`config.mk`:
```
export PLATFORM = sky130hd
export DESIGN_NAME = vga_timing_gen
export DESIGN_NICKNAME = d
export VERILOG_FILES = /design/src/rtl/vga_pkg.sv /design/src/rtl/vga_timing_gen_sync_delay_line.sv /design/src/rtl/vga_timing_gen.sv
export SDC_FILE = /design/constraint.sdc
export NUM_CORES = 1
export LEC_CHECK = 0
export ABC_AREA = 1
export BUFFER_PORTS_ARGS = -buffer_cell sky130_fd_sc_hd__buf_4
export CORE_MARGIN = 2
export CORE_UTILIZATION = 30
export CTS_BUF_LIST = sky130_fd_sc_hd__clkbuf_2
export DETAILED_ROUTE_END_ITERATION = 10
export GPL_TIMING_DRIVEN = 1
export PLACE_DENSITY = 0.44
export SETUP_SLACK_MARGIN = 0.5
export SLEW_MARGIN = 20
export SYNTH_ARGS = -nofsm -noshare
export SYNTH_HDL_FRONTEND = slang
export SYNTH_SLANG_ARGS = --single-unit
```
`constraint.sdc`:
```
create_clock -name clk -period 3.2 [get_ports clk]
set_input_delay 0.16 -clock clk [delete_from_list [all_inputs] [get_ports clk]]
set_output_delay 0.16 -clock clk [all_outputs]
set_load 0.02 [all_outputs]
```
`src/rtl/vga_pkg.sv`:
```
// rtl/vga_pkg.sv - shared 640x480@60 timing constants and helpers for vga_timing_gen
//
// Purpose:
//   Default 640x480@60 Hz VGA timing values and the totals and sync windows
//   derived from them. Also holds the counter width, the packed bundle of
//   per-pixel sync/blank bits, and a small window-compare helper.
//   The top-level module takes these values as parameter defaults, so a
//   different mode can be built without editing this file.
//
// Ports: none (package).

`default_nettype none

package vga_pkg;

  // Both raster counters are 10 bits wide: 0..799 and 0..524.
  localparam int CNT_W = 10;

  // Default 640x480@60 horizontal timing, in pixel clocks.
  localparam int DEF_H_ACTIVE = 640;
  localparam int DEF_H_FP     = 16;
  localparam int DEF_H_SYNC   = 96;
  localparam int DEF_H_BP     = 48;

  // Default 640x480@60 vertical timing, in lines.
  localparam int DEF_V_ACTIVE = 480;
  localparam int DEF_V_FP     = 10;
  localparam int DEF_V_SYNC   = 2;
  localparam int DEF_V_BP     = 33;

  // The game logic answers one clock after x/y by default.
  localparam int DEF_PIX_LATENCY = 1;

  // Derived totals: 800 clocks per line, 525 lines per frame.
  localparam int DEF_H_TOTAL = DEF_H_ACTIVE + DEF_H_FP + DEF_H_SYNC + DEF_H_BP;
  localparam int DEF_V_TOTAL = DEF_V_ACTIVE + DEF_V_FP + DEF_V_SYNC + DEF_V_BP;

  // Inclusive sync windows: hsync 656..751, vsync 490..491.
  localparam int DEF_HS_START = DEF_H_ACTIVE + DEF_H_FP;
  localparam int DEF_HS_END   = DEF_HS_START + DEF_H_SYNC - 1;
  localparam int DEF_VS_START = DEF_V_ACTIVE + DEF_V_FP;
  localparam int DEF_VS_END   = DEF_VS_START + DEF_V_SYNC - 1;

  // Per-pixel timing bits that travel down the alignment pipeline.
  typedef struct packed {
    logic hsync;   // active-low
    logic vsync;   // active-low
    logic active;  // visible region
  } sync_bits_t;

  // Value a pipeline stage holds while idle: both syncs released, blanked.
  localparam sync_bits_t SYNC_IDLE = '{hsync: 1'b1, vsync: 1'b1, active: 1'b0};

  // True when cnt lies in the inclusive window [lo, hi].
  function automatic logic in_window(input logic [CNT_W-1:0] cnt,
                                     input logic [CNT_W-1:0] lo,
                                     input logic [CNT_W-1:0] hi);
    return (cnt >= lo) && (cnt <= hi);
  endfunction

endpackage

`default_nettype wire

```
`src/rtl/vga_timing_gen_sync_delay_line.sv`:
```
// rtl/vga_timing_gen_sync_delay_line.sv - clock-enabled shift register with synchronous reset value
//
// Purpose:
//   DEPTH-stage, WIDTH-bit shift register. Every stage loads RESET_VAL while
//   rst_n is low and shifts by one stage on each clock where ce is high.
//   vga_timing_gen uses it to delay the raw sync/blank bits by the game
//   logic's pixel latency.
//
// Ports:
//   clk    in  1      clock
//   rst_n  in  1      synchronous active-low reset, loads RESET_VAL everywhere
//   ce     in  1      shift enable
//   din    in  WIDTH  value entering stage 0
//   dout   out WIDTH  value leaving stage DEPTH-1

`default_nettype none

module sync_delay_line #(
  parameter int               WIDTH     = 1,
  parameter int               DEPTH     = 1,
  parameter logic [WIDTH-1:0] RESET_VAL = '0
) (
  input  logic             clk,
  input  logic             rst_n,
  input  logic             ce,
  input  logic [WIDTH-1:0] din,
  output logic [WIDTH-1:0] dout
);

  logic [WIDTH-1:0] stage [DEPTH];

  always_ff @(posedge clk) begin
    if (!rst_n) begin
      // Flush every stage so no stale or partial sync pulse can drain out
      // after a reset that arrives mid-frame.
      for (int i = 0; i < DEPTH; i++) begin
        stage[i] <= RESET_VAL;
      end
    end else if (ce) begin
      stage[0] <= din;
      for (int i = 1; i < DEPTH; i++) begin
        stage[i] <= stage[i-1];
      end
    end
  end

  assign dout = stage[DEPTH-1];

endmodule

`default_nettype wire

```
`src/rtl/vga_timing_gen.sv`:
```
// rtl/vga_timing_gen.sv - 640x480@60 VGA raster timing generator with pixel-reply alignment
//
// Purpose:
//   Runs the horizontal/vertical raster counters and presents x/y to the
//   pixel-generating game blocks. Their 1-bit reply is sampled, and
//   hsync/vsync/blank are delayed so that the reply and its timing leave on
//   the outputs together, PIX_LATENCY+1 pixel steps after x/y. Also
//   produces frame_tick, a one-clock pulse at the start of vertical blank,
//   which the game-state update logic uses as its per-frame enable.
//
// Build option:
//   CLK_DIV2_EN  When defined, clk is 50 MHz and an internal toggle makes a
//                pixel step every second clock. When undefined, every clock
//                is a pixel step.
//
// Ports:
//   clk         in  1   pixel clock (25 MHz; 50 MHz with CLK_DIV2_EN)
//   rst_n       in  1   synchronous active-low reset
//   pixel_in    in  1   game pixel reply, valid PIX_LATENCY steps after x/y
//   x           out 10  horizontal count (raw, qualify with active)
//   y           out 9   vertical count, low 9 bits (raw, qualify with active)
//   active      out 1   visible region, undelayed, qualifies x/y
//   hsync       out 1   active-low horizontal sync, aligned with video_out
//   vsync       out 1   active-low vertical sync, aligned with video_out
//   video_out   out 1   pixel_in masked by delayed active
//   frame_tick  out 1   one-clock pulse after count (0, V_ACTIVE)

`default_nettype none

module vga_timing_gen
  import vga_pkg::*;
#(
  parameter int H_ACTIVE    = DEF_H_ACTIVE,
  parameter int H_FP        = DEF_H_FP,
  parameter int H_SYNC      = DEF_H_SYNC,
  parameter int H_BP        = DEF_H_BP,
  parameter int V_ACTIVE    = DEF_V_ACTIVE,
  parameter int V_FP        = DEF_V_FP,
  parameter int V_SYNC      = DEF_V_SYNC,
  parameter int V_BP        = DEF_V_BP,
  parameter int PIX_LATENCY = DEF_PIX_LATENCY
) (
  input  logic       clk,
  input  logic       rst_n,
  input  logic       pixel_in,
  output logic [9:0] x,
  output logic [8:0] y,
  output logic       active,
  output logic       hsync,
  output logic       vsync,
  output logic       video_out,
  output logic       frame_tick
);

  // Count values the raster logic compares against, at counter width.
  localparam logic [CNT_W-1:0] H_LAST   = CNT_W'(H_ACTIVE + H_FP + H_SYNC + H_BP - 1);
  localparam logic [CNT_W-1:0] V_LAST   = CNT_W'(V_ACTIVE + V_FP + V_SYNC + V_BP - 1);
  localparam logic [CNT_W-1:0] H_VIS    = CNT_W'(H_ACTIVE);
  localparam logic [CNT_W-1:0] V_VIS    = CNT_W'(V_ACTIVE);
  localparam logic [CNT_W-1:0] HS_START = CNT_W'(H_ACTIVE + H_FP);
  localparam logic [CNT_W-1:0] HS_END   = CNT_W'(H_ACTIVE + H_FP + H_SYNC - 1);
  localparam logic [CNT_W-1:0] VS_START = CNT_W'(V_ACTIVE + V_FP);
  localparam logic [CNT_W-1:0] VS_END   = CNT_W'(V_ACTIVE + V_FP + V_SYNC - 1);

  logic [CNT_W-1:0] h_count;
  logic [CNT_W-1:0] v_count;
  logic             pix_ce;
  sync_bits_t       raw_bits;
  sync_bits_t       dly_bits;

  // ---------------------------------------------------------------------
  // Pixel-step enable
  // ---------------------------------------------------------------------
`ifdef CLK_DIV2_EN
  // The toggle resets to 0, so the first pixel step falls on the second
  // clock after reset and every second clock after that.
  logic ce_toggle;

  always_ff @(posedge clk) begin
    if (!rst_n) begin
      ce_toggle <= 1'b0;
    end else begin
      ce_toggle <= ~ce_toggle;
    end
  end

  assign pix_ce = ce_toggle;
`else
  assign pix_ce = 1'b1;
`endif

  // ---------------------------------------------------------------------
  // Raster counters
  // ---------------------------------------------------------------------
  always_ff @(posedge clk) begin
    if (!rst_n) begin
      h_count <= '0;
      v_count <= '0;
    end else if (pix_ce) begin
      if (h_count == H_LAST) begin
        h_count <= '0;
        if (v_count == V_LAST) begin
          v_count <= '0;
        end else begin
          v_count <= v_count + CNT_W'(1);
        end
      end else begin
        h_count <= h_count + CNT_W'(1);
      end
    end
  end

  // x/y are the raw counts; outside the visible area they are not clamped.
  assign x      = h_count;
  assign y      = v_count[8:0];
  assign active = (h_count < H_VIS) && (v_count < V_VIS);

  // The counter MSB only matters internally; y carries the low 9 bits.
  logic unused_v_msb;
  assign unused_v_msb = v_count[CNT_W-1];

  // ---------------------------------------------------------------------
  // Raw timing bits, then delay to match the game logic's reply latency
  // ---------------------------------------------------------------------
  // vsync_raw depends only on v_count, so it covers whole lines.
  assign raw_bits.hsync  = ~in_window(h_count, HS_START, HS_END);
  assign raw_bits.vsync  = ~in_window(v_count, VS_START, VS_END);
  assign raw_bits.active = active;

  sync_delay_line #(
    .WIDTH     ($bits(sync_bits_t)),
    .DEPTH     (PIX_LATENCY),
    .RESET_VAL (SYNC_IDLE)
  ) u_sync_delay (
    .clk   (clk),
    .rst_n (rst_n),
    .ce    (pix_ce),
    .din   (raw_bits),
    .dout  (dly_bits)
  );

  // ---------------------------------------------------------------------
  // Output stage
  // ---------------------------------------------------------------------
  // A pixel reply arrives together with its delayed timing bits; one more
  // register puts the reply and its sync/blank on the pins in the same
  // clock. The reply is discarded in blanking.
  always_ff @(posedge clk) begin
    if (!rst_n) begin
      hsync     <= 1'b1;
      vsync     <= 1'b1;
      video_out <= 1'b0;
    end else if (pix_ce) begin
      hsync     <= dly_bits.hsync;
      vsync     <= dly_bits.vsync;
      video_out <= pixel_in & dly_bits.active;
    end
  end

  // frame_tick is reloaded on every clock, not just on pixel steps. That
  // keeps it one clk wide even when pixel steps are two clocks apart.
  // It fires once per frame: on the step that leaves (0, V_ACTIVE).
  always_ff @(posedge clk) begin
    if (!rst_n) begin
      frame_tick <= 1'b0;
    end else begin
      frame_tick <= pix_ce && (h_count == '0) && (v_count == V_VIS);
    end
  end

endmodule

`default_nettype wire

```
Word level (Yosys, flattened, before mapping)
Memory sizes are Yosys's and may differ from the RTL's.
Index checks and enable logic that the tools add are counted.
{"block": "totals", "input_bits": 3, "out_inout_bits": 24, "mem_count": 1, "word_cells": 35, "ramBits": 3, "register_bits": 24}
{"memory": "u_sync_delay.stage", "depth": 1, "width": 3, "rd": 1, "rd_ports_with_merged_regs": 0, "write_ports": 1, "line": "vga_timing_gen_sync_delay_line.sv:30", "text": "logic [WIDTH-1:0] stage [DEPTH];"}
{"block": "classes", "order_cmp": 6, "bitwise": 4, "add_sub_neg": 2, "mux": 6, "eq_ne": 3, "n_reduce_logical": 7}
{"op": "adder 10 x 1 -> 10 bit, second input constant", "count": 2}
{"op": "equality test 10 bit, second input constant", "count": 2}
{"op": "equality test 10 x 9 -> 1 bit, second input constant", "count": 1}
{"op": "greater-or-equal comparator 10 bit, second input constant", "count": 1}
{"op": "greater-or-equal comparator 10 x 9 -> 1 bit, second input constant", "count": 1}
{"op": "<= comparator 10 bit, second input constant", "count": 1}
{"op": "<= comparator 10 x 9 -> 1 bit, second input constant", "count": 1}
{"op": "zero test 10 bit", "count": 1}
{"op": "less-than comparator 10 bit, second input constant", "count": 1}
{"op": "less-than comparator 10 x 9 -> 1 bit, second input constant", "count": 1}
{"op": "two-way mux 10 bit", "count": 1}
{"op": "logical AND 1 bit", "count": 4}
{"op": "two-way mux 1 bit", "count": 4}
{"op": "two-way mux 3 bit", "count": 1}
{"op": "NOT 1 bit", "count": 3}
{"op": "OR reduction 3 bit", "count": 1}
{"op": "OR reduction 2 bit", "count": 1}
{"op": "AND 1 bit", "count": 1}

Depth between registers and ports, before layout
{"block": "logic_depth", "word_depth": 4, "depth_mapped": 9, "depth_no_buf": 9}

Hierarchy
From an unflattened synthesis, not the netlist that was laid out.
{"block": "hier_totals", "cells_unflattened": 223, "area_unflattened_um2": 1566.5}
{"module": "vga_timing_gen", "cells_per_inst": 211, "n_inst": 1, "area_each_um2": 1440.1, "seq_area_each_um2": 480.5}
{"module": "sync_delay_line", "cells_per_inst": 12, "n_inst": 1, "area_each_um2": 126.4, "seq_area_each_um2": 90.1}

Worst setup path after synthesis
Ideal clock, no wire load.
{"block": "synth_path", "path_type": "reg2reg", "from": "register h_count[0], in the netlist x[0]", "to": "register v_count[0]", "t_required_ns": 3.086, "arrival_time_ns": 1.342, "period_less_slack_ns": 1.456, "path_buffers": 0, "slack_ns": 1.744, "setup_ns": 0.114, "stages_incl_launch_ff": 9, "cell_sequence": "dfxtp_1 -> ha_1 -> nand2_2 -> nor2_8 -> nand3_2 -> nand2_2 -> nand2_2 -> inv_2 -> nor2_1"}
{"block": "synth_via", "elab_chain_cells": 1}
{"item": "start, declared", "line": "vga_timing_gen.sv:65", "text": "logic [CNT_W-1:0] h_count;"}
{"item": "start signal, assigned", "line": "vga_timing_gen.sv:108", "text": "h_count <= h_count + CNT_W'(1);"}
{"item": "equality test 10 bit", "line": "vga_timing_gen.sv:100", "text": "if (h_count == H_LAST) begin"}
{"item": "end signal, assigned", "line": "vga_timing_gen.sv:105", "text": "v_count <= v_count + CNT_W'(1);"}
{"item": "end, declared", "line": "vga_timing_gen.sv:66", "text": "logic [CNT_W-1:0] v_count;"}
Every way passes these cells.
A chain may end at the register's enable or synchronous reset.

Worst setup path in the final report
{"block": "layout_path", "from": "register v_count[7]", "to": "output active"}
{"block": "layout_via", "elab_chain_cells": 2}
{"item": "less-than comparator 10 x 9 -> 1 bit", "line": "vga_timing_gen.sv:116", "text": "assign active = (h_count < H_VIS) && (v_count < V_VIS);"}
{"item": "logical AND 1 bit", "line": "vga_timing_gen.sv:116"}
{"item": "end, declared", "line": "vga_timing_gen.sv:48", "text": "output logic active,"}
Every way passes these cells.

==> flow_summary.toml <==
[synth]
yosys-top-cells-area = "dfxtp_1, nand2_1, nor2_1"
synth_area_mm2 = 0.001424
ys_seq_area_frac = 0.3796
synth_top_area_share = 0.3796
async_flop_share = 0
ys_warn_count = 0
avgSynthCellArea_um2 = 7.378
synth-seq-cells = 27
syn_inst = 193
syn_nets = 200
yosysTopAreaCell = "dfxtp_1"
synth_flop_cell = "dfxtp_1"
synth_edf_count = 0
synth_cell_types = 28

[pwr]
ir_worst_vdd_mv = 0.2135
power_leakage_uw = 0.0007187
cellPowerDensity_mw_per_mm2 = 312.2

[grt]
grt_pass1_wl_um = 5257
grt_pass1_vias = 1152
grt_max_degree = 15
grt-ovfl-total = 0
antenna_found_initial = 0
track_usage = 0.1282

[floorplanning]
initial_utilization = 0.3055
die_height_um = 72.89
core_area_mm2 = 0.004661
die_w_um = 72.89
io_pins = 27
dieArea_mm2 = 0.005313
num_rows = 25

[setup_path]
crit_required_ns = 3.04
reg2reg_depth = 8
rrSetupSlack_ns = 1.54
r2r_end = "v_count[0]"
cp-startpoint = "v_count[7]"
crit_arrival_ns = 1.51
critPathCapture = "active"
critical_path_peak_fanout = 6
start_kind = "register"
r2r-start = "x[0]"
path_class = "register to output pin"
critPathCaptureType = "output pin"

[layout]
final_cell_mix = "nand2_1, nor2_1, dfxtp_1"
area_delta_synth_final_pct = 15.03
postLayoutCellArea_mm2 = 0.001638
fin_nets = 222
diodes = 0
multi_input_area_um2 = 714.4
final_common_cell = "nand2_1"
seqCellArea_um2 = 540.5
nFillCells = 498
fin_util = 0.3514
drive_gt1_frac = 0.2430

[drt]
vias = 1248
drc = 0
viasPerCell = 4.657
wl_um = 3160
drt-pass1-iter-count = 4
drt-wirelength-per-cell_um = 11.79
dr.first_iter.drc_count = 76
drtAntennaViolNets = 0

[clock_tree]
cts_setup_buffers = 0
ctsHoldBuffers = 1
htreeDepth = 1
clock-sinks = 27
clock_latency_ns = 0.36
clockRootBuffer = "clkbuf_2"
cts_buffers = 3
cts_resized = 0
cts_buffer_depth = 2
clkSlewWorstSetupHoldPaths_ns = 0.26
cts_tree = "built"

[sta]
rsz0062_at_grt = "false"
period_share = 0.5221
hold_violations = 0
setup_viol = 0
report.final.slew_viol_count = 0
maxSlewHeadroom = 0.7172
min_period_ns = 1.671
fin_setup_tns_ns = 0
max_freq_mhz = 598.6
worst_pin_slew_ns = 0.4209
clock_skew_ns = 0.01647

[placed_design]
port_buffers = 26
gp_congestion = 0.8246
hpwlAfterDp_um = 2480
dpl_cell_area_mm2 = 0.001608

[status]
status = "complete, no violations"

[worst_hold_path]
holdCritPathClass = "input pin to register"

[run]
cap_violations = 0
==> worst max-delay path, cell delays in order (launching register included) <==
cell	delay [ns]
dfxtp_1	0.49
inv_1	0.12
nor3_4	0.30
nor2_1	0.08
buf_4	0.16
==> stage by stage <==
step	hold slack (ns)	total power, uW	setup slack (ns)	std cells
global placement	0.3801	382.6	1.643	263
finish	0.09209	511.3	1.529	268
detailed placement	0.3836	383.6	1.539	263
CTS	0.08367	521.8	1.493	268
floorplan	0.2804	371.2	1.744	193
global route	0.06325	541.9	1.378	268
==> per-layer routing <==
metal  up-vias  GRT usage  wire length, um
met5         -          0                0
met1       569     0.1603             1512
li1        648          -                -
met3         2    0.03591              148
met2        29     0.2172             1474
met4         0    0.03292               25
==> how the worst min path moves through the flow <==
stage	depth (start not counted)	startpoint	to
2_1_floorplan	2	pixel_in	video_out
3_3_place_gp	3	pixel_in	video_out
3_5_place_dp	3	pixel_in	video_out
4_1_cts	3	rst_n	video_out
5_1_grt	3	rst_n	video_out
6_report	3	rst_n	video_out
==> state kept, by name, indices dropped and copies added, names as in the netlist <==
signal / count
frame_tick: 1
hsync: 1
u_sync_delay.stage: 3
v_count: 10
video_out: 1
vsync: 1
x: 10
==> synthesized netlist by cell type (all sizes together) (2+ instances only) <==
cell type and n:
o21ai 2, ha 4, dfxtp 27, inv 23
or2 2, nand4 5, nor3 5, nand3 16
nor3b 2, nand2 41, a21oi 6, xor2 7
nor4 2, buf 10, nor2 37
==> power by group <==
| group | total, uW | switching (uW) | internal (uW) |
|---|---|---|---|
| sequential | 346 | 4.08 | 342 |
| combinational | 31.7 | 19.0 | 12.7 |
| clock | 134 | 101 | 33.0 |
| total | 511 | 124 | 387 |
==> layout make-up <==
type                    instances  area share
repair buffers                 27      0.1253
multi-input cells             132      0.4362
flip-flops and latches         27      0.3300
well taps                      54     0.04125
inverters                      24     0.05500
clock buffers                   4     0.01222
==> cell families after synthesis <==
family	after synthesis	share of synthesized area
and+or+nand+nor	110	0.3805
AOI/OAI and AO/OA	10	0.03691
buffers and inverters	34	0.1186
xor gates and xnor gates	8	0.04921
DFF	27	0.3796
adders and majority gates	4	0.03515
(Power assumes the default switching activity.)
